### src/rtl/instruction_decoder.sv
// Decode stage: splits the instruction into fields, reads operands from a 16x32 register file
// with writeback bypass, and produces execute/memory/writeback stage controls.
module instruction_decoder #(
  parameter int unsigned bus = 32
) (
  input  logic           clk,
  input  logic           rst,
  input  logic [31:0]    instruction,
  input  logic [bus-1:0] WBd,
  input  logic [bus-1:0] PCi,
  input  logic [3:0]     RDwb,
  input  logic           WE,
  output logic [bus-1:0] OPA,
  output logic [bus-1:0] OPB,
  output logic [bus-1:0] STR_DATA,
  output logic [bus-1:0] PCo,
  output logic [bus-1:0] RKo,
  output logic [3:0]     RDo,
  output logic [1:0]     FUNTYPE,
  output logic [1:0]     FUNCODE,
  output logic           selWB,
  output logic           selMEMRD,
  output logic           selMEMWR,
  output logic           selCACHEWR,
  output logic           selCACHESH,
  output logic           selBRANCH
);

  logic [bus-1:0] regs_q [16];

  logic [1:0]     funtype;
  logic [1:0]     funcode;
  logic [3:0]     ra;
  logic [3:0]     rb;
  logic [3:0]     rd;
  logic [14:0]    imm;
  logic           imm_sel;
  logic [bus-1:0] imm_ext;
  logic [bus-1:0] rdata_a;
  logic [bus-1:0] rdata_b;
  logic [bus-1:0] rdata_d;

  assign funtype = instruction[31:30];
  assign funcode = instruction[29:28];
  assign ra      = instruction[27:24];
  assign rb      = instruction[23:20];
  assign rd      = instruction[19:16];
  assign imm     = instruction[15:1];
  assign imm_sel = instruction[0];
  assign imm_ext = {{(bus - 15){imm[14]}}, imm};

  // Reset loads each register with its own index.
  always_ff @(posedge clk) begin
    if (rst) begin
      for (int n = 0; n < 16; n++) begin
        regs_q[n] <= bus'(n);
      end
    end else if (WE) begin
      regs_q[RDwb] <= WBd;
    end
  end

  // Same-cycle writeback bypass on every read port.
  always_comb begin
    rdata_a = (WE && (RDwb == ra)) ? WBd : regs_q[ra];
    rdata_b = (WE && (RDwb == rb)) ? WBd : regs_q[rb];
    rdata_d = (WE && (RDwb == rd)) ? WBd : regs_q[rd];
  end

  always_comb begin
    OPA      = rdata_a;
    OPB      = imm_sel ? imm_ext : rdata_b;
    STR_DATA = rdata_d;
    RKo      = imm_ext;
    RDo      = rd;
    PCo      = PCi;
    FUNTYPE  = funtype;
    FUNCODE  = funcode;
  end

  always_comb begin
    selWB      = 1'b0;
    selMEMRD   = 1'b0;
    selMEMWR   = 1'b0;
    selCACHEWR = 1'b0;
    selCACHESH = 1'b0;
    selBRANCH  = 1'b0;
    unique case (funtype)
      2'b00: selWB = 1'b1;
      2'b01: begin
        unique case (funcode)
          2'b00: begin
            selMEMRD = 1'b1;
            selWB    = 1'b1;
          end
          2'b01:   selMEMWR   = 1'b1;
          2'b10:   selCACHEWR = 1'b1;
          default: selCACHESH = 1'b1;
        endcase
      end
      2'b10:   selBRANCH = 1'b1;
      default: ;
    endcase
  end

endmodule

### config.mk
export PLATFORM = sky130hd
export DESIGN_NAME = instruction_decoder
export DESIGN_NICKNAME = d
export VERILOG_FILES = /design/src/rtl/instruction_decoder.sv
export SDC_FILE = /design/constraint.sdc
export NUM_CORES = 1
export LEC_CHECK = 0
export BUFFER_PORTS_ARGS = -buffer_cell sky130_fd_sc_hd__clkbuf_2
export CAP_MARGIN = 20
export CELL_PAD_IN_SITES_DETAIL_PLACEMENT = 2
export CELL_PAD_IN_SITES_GLOBAL_PLACEMENT = 2
export CORE_MARGIN = 8
export CORE_UTILIZATION = 36
export CTS_CLUSTER_SIZE = 20
export DETAILED_ROUTE_END_ITERATION = 8
export GPL_ROUTABILITY_DRIVEN = 0
export GPL_TIMING_DRIVEN = 0
export PLACE_DENSITY_LB_ADDON = 0.25
export SETUP_SLACK_MARGIN = 0.05
export SLEW_MARGIN = 10
export SYNTH_ARGS = -nofsm -noshare
export SYNTH_HDL_FRONTEND = slang
export SYNTH_SLANG_ARGS = --single-unit
### constraint.sdc
create_clock -name clk -period 3.1 [get_ports clk]
set_input_delay 0.62 -clock clk [delete_from_list [all_inputs] [get_ports clk]]
set_output_delay 0.62 -clock clk [all_outputs]
set_load 0.05 [all_outputs]
==> results by group <==
Outcome
  – Status: finished, violations left
  – Failing checks: setup timing

STA
  – Final min period: between 3 and 4 ns
  – Final setup TNS: -1.83 ns
  – Fmax: roughly 310 MHz
  – Hold WS: 0.444 ns
  – RSZ-0062 raised after global routing: true
  – Hold Fails Final Rpt: 0
  – Setup WS post-layout: -0.103 ns
  – Final setup violating endpoints: 42
  – Slew Viols, Final: 0
  – Final Cycle Share: 103%
  – Worst Tran Pin Value: around 1.2 ns
  – Relative slew slack: 20.7%

Synth
  – Post-synthesis xor/xnor area fraction: less than 1%
  – Top_reg_cell synth: edfxtp_1
  – Compound-cell area share of the yosys netlist: under 10%
  – Seq/Total Area, Yosys: 47.1%
  – Mapped Cells: ~2,300
  – Synth cell types: 36
  – Mapped cell area: 0.0326 sq mm
  – Seq cells post-synth: a little over 500
  – Simple-gate share of the synthesized area: ~12%
  – Syn avg cell area: between 10 and 15 sq um
  – Ys async rst share: 0%
  – Synthesized Nets: approximately 2,400
  – Post-synth EDFFs: just over 500
  – Combinational family with the most area after synthesis: multiplexers
  – Mux contribution to synthesized area: approximately 30%
  – Adder-cell share of the synthesized area: 0%
  – Synth warn: 0

Floorplanning
  – Die area: 0.101 sq mm
  – Row Count: between 100 and 150
  – Core region area: around 0.09 sq mm
  – Starting Density: between 30% and 40%
  – DIE WIDTH: approximately 320 microns
  – Num ports: ~280
  – Die Height: around 320 microns

CTS
  – CTS Hold Bufs: 0
  – Root buffer cell: clkbuf_16
  – Clock Tree Buf Depth: 3
  – CTS H-Tree Depth: 3
  – Clk slew on worst S/H paths: approximately 0.050 ns
  – Clock Sink Count: slightly above 500
  – CTS buffer count: 66
  – TritonCTS clock tree: yes

Placement
  – Dpl cells: approximately 3,700
  – Port-buffer cells: about 230
  – DP Area: roughly 0.036 sq mm
  – Setup WS pre-CTS: -1.21 ns
  – DP HPWL: roughly 100,000 microns

Setup path
  – Worst-path maximum fanout: 6
  – Critical Path Source Type: input pin
  – CP Class: in2out
  – Arr. time, crit path: about 2.6 ns
  – CP Capture Type: output port
  – Worst path required time: ~2.5 ns

Flow run
  – MaxCap Viol Count: 0

Power and ir drop
  – Leakage: approximately 15 nW
  – Max rail drop VDD: ~0.29 mV
  – Overall power: 21.6 mW
  – P per Cell Area: approximately 500 mW/mm^2

Detailed routing
  – DRC errors left: 0
  – Iteration count of the initial detailed-routing pass: 8
  – Highest metal used: met5
  – Average wire per standard cell: around 42 microns
  – Antenna-violating nets left: 0
  – WL met2: about 75,000 microns
  – Post-Route WL: roughly 160,000 microns
  – Starting DRT DRC Count: ~3,600
  – Vias per std cell: roughly 6.7
  – Met1 WL: just over 60,000 microns
  – WL met3: between 15,000 and 20,000 microns
  – DR vias: 26,000

Layout
  – Most common cell after layout, fill and taps aside: edfxtp_1
  – Syn-to-layout area delta: 28.6%
  – Top flop regs: regs_q (512)
  – Final nets: 2,773
  – Final Instance Area: 0.0420 sq mm
  – Commonest cells after routing, fill and taps aside: 512 x edfxtp_1, 480 x and2_1, 354 x mux4_2
  – Max FFs per register: 512
  – Top reg by flops: regs_q
  – Layout cells sized above 1: between 40 and 50%
  – Post-layout util: between 40% and 50%
  – Fin cells: about 4,000

Global routing
  – Initial antenna violation count: 5
  – Pin count of the biggest net entering global routing: 33
  – Vias in the first global route: around 28,000
  – First-pass GRT wire length: around 220,000 microns
  – Global route overflow: 0
  – Gr usage total: a little under a third

Worst hold path
  – Worst Hold Depth: 2
  – Hold Crit Class: in2reg
-- timing repair --
action | CTS | global route
setup endpoints to repair | 158 | 110
resized for setup | 757 | 179
buffers inserted | 24 | 17
pin swaps | 64 | 43
cloned | 17 | 3
-- cell type report --
cell class | instances | area (sq um)
Antenna cell | 4 | 10.0
Buffer | 315 | 2860
Clock buffer | 89 | 1840
Clock inverter | 25 | 244
Fill cell | 8446 | 48000
Inverter | 1 | 6.26
Multi-Input combinational cell | 1466 | 16800
Sequential cell | 512 | 15400
Tap cell | 1176 | 1470
Timing Repair Buffer | 308 | 3380
-- report_power, final --
group          leakage [nW]  total, mW  internal (mW)  switching, mW
combinational          9.22       5.39           2.28           3.11
clock                  1.02       7.78           4.57           3.20
sequential             4.90       8.39           8.04          0.353
-- per-layer routing --
layer | up-vias | track usage (%)
li1 | 9770 | -
met1 | 13700 | 39.8
met2 | 2018 | 49.7
met3 | 513 | 9.30
met4 | 4 | 17.5
met5 | - | 0
-- logic make-up (layout without fill, tap and decap cells) --
kind of cell | Yosys count | after routing
AND/OR/NAND/NOR | 685 | 686
multiplexers | 514 | 514
flip-flops | 512 | 512
buffers and inverters | 319 | 738
AO/OA/AOI/OAI | 254 | 254
XOR/XNOR | 12 | 12
other | 0 | 4
-- path summary, 6_finish.rpt --
check / slack, ns / endpoint / startpoint
worst max-delay path: -0.10 / OPA[9] / instruction[24]
worst min-delay path: 0.44 / regs_q[1][23]$_SDFFCE_PN0P_ / WBd[23]
-- worst max-delay path: stages --
cell       delay [ns]
clkbuf_16        0.15
buf_16           0.17
clkbuf_16        0.19
mux4_2           0.52
a22oi_2          0.30
nand2_2          0.15
mux2_2           0.30
buf_8            0.15
-- cells in the mapped netlist, types with 41 or more instances --
master	count	area share, %
edfxtp_1	512	47
and2_1	480	9.2
mux4_2	354	24
clkbuf_1	169	1.9
a22oi_1	124	2.9
nand2_1	100	1.1
mux2_2	96	3.3
buf_4	89	2.0
mux2i_1	64	2.0
buf_2	41	0.63
Note: power is estimated with default switching activity, not from simulation.
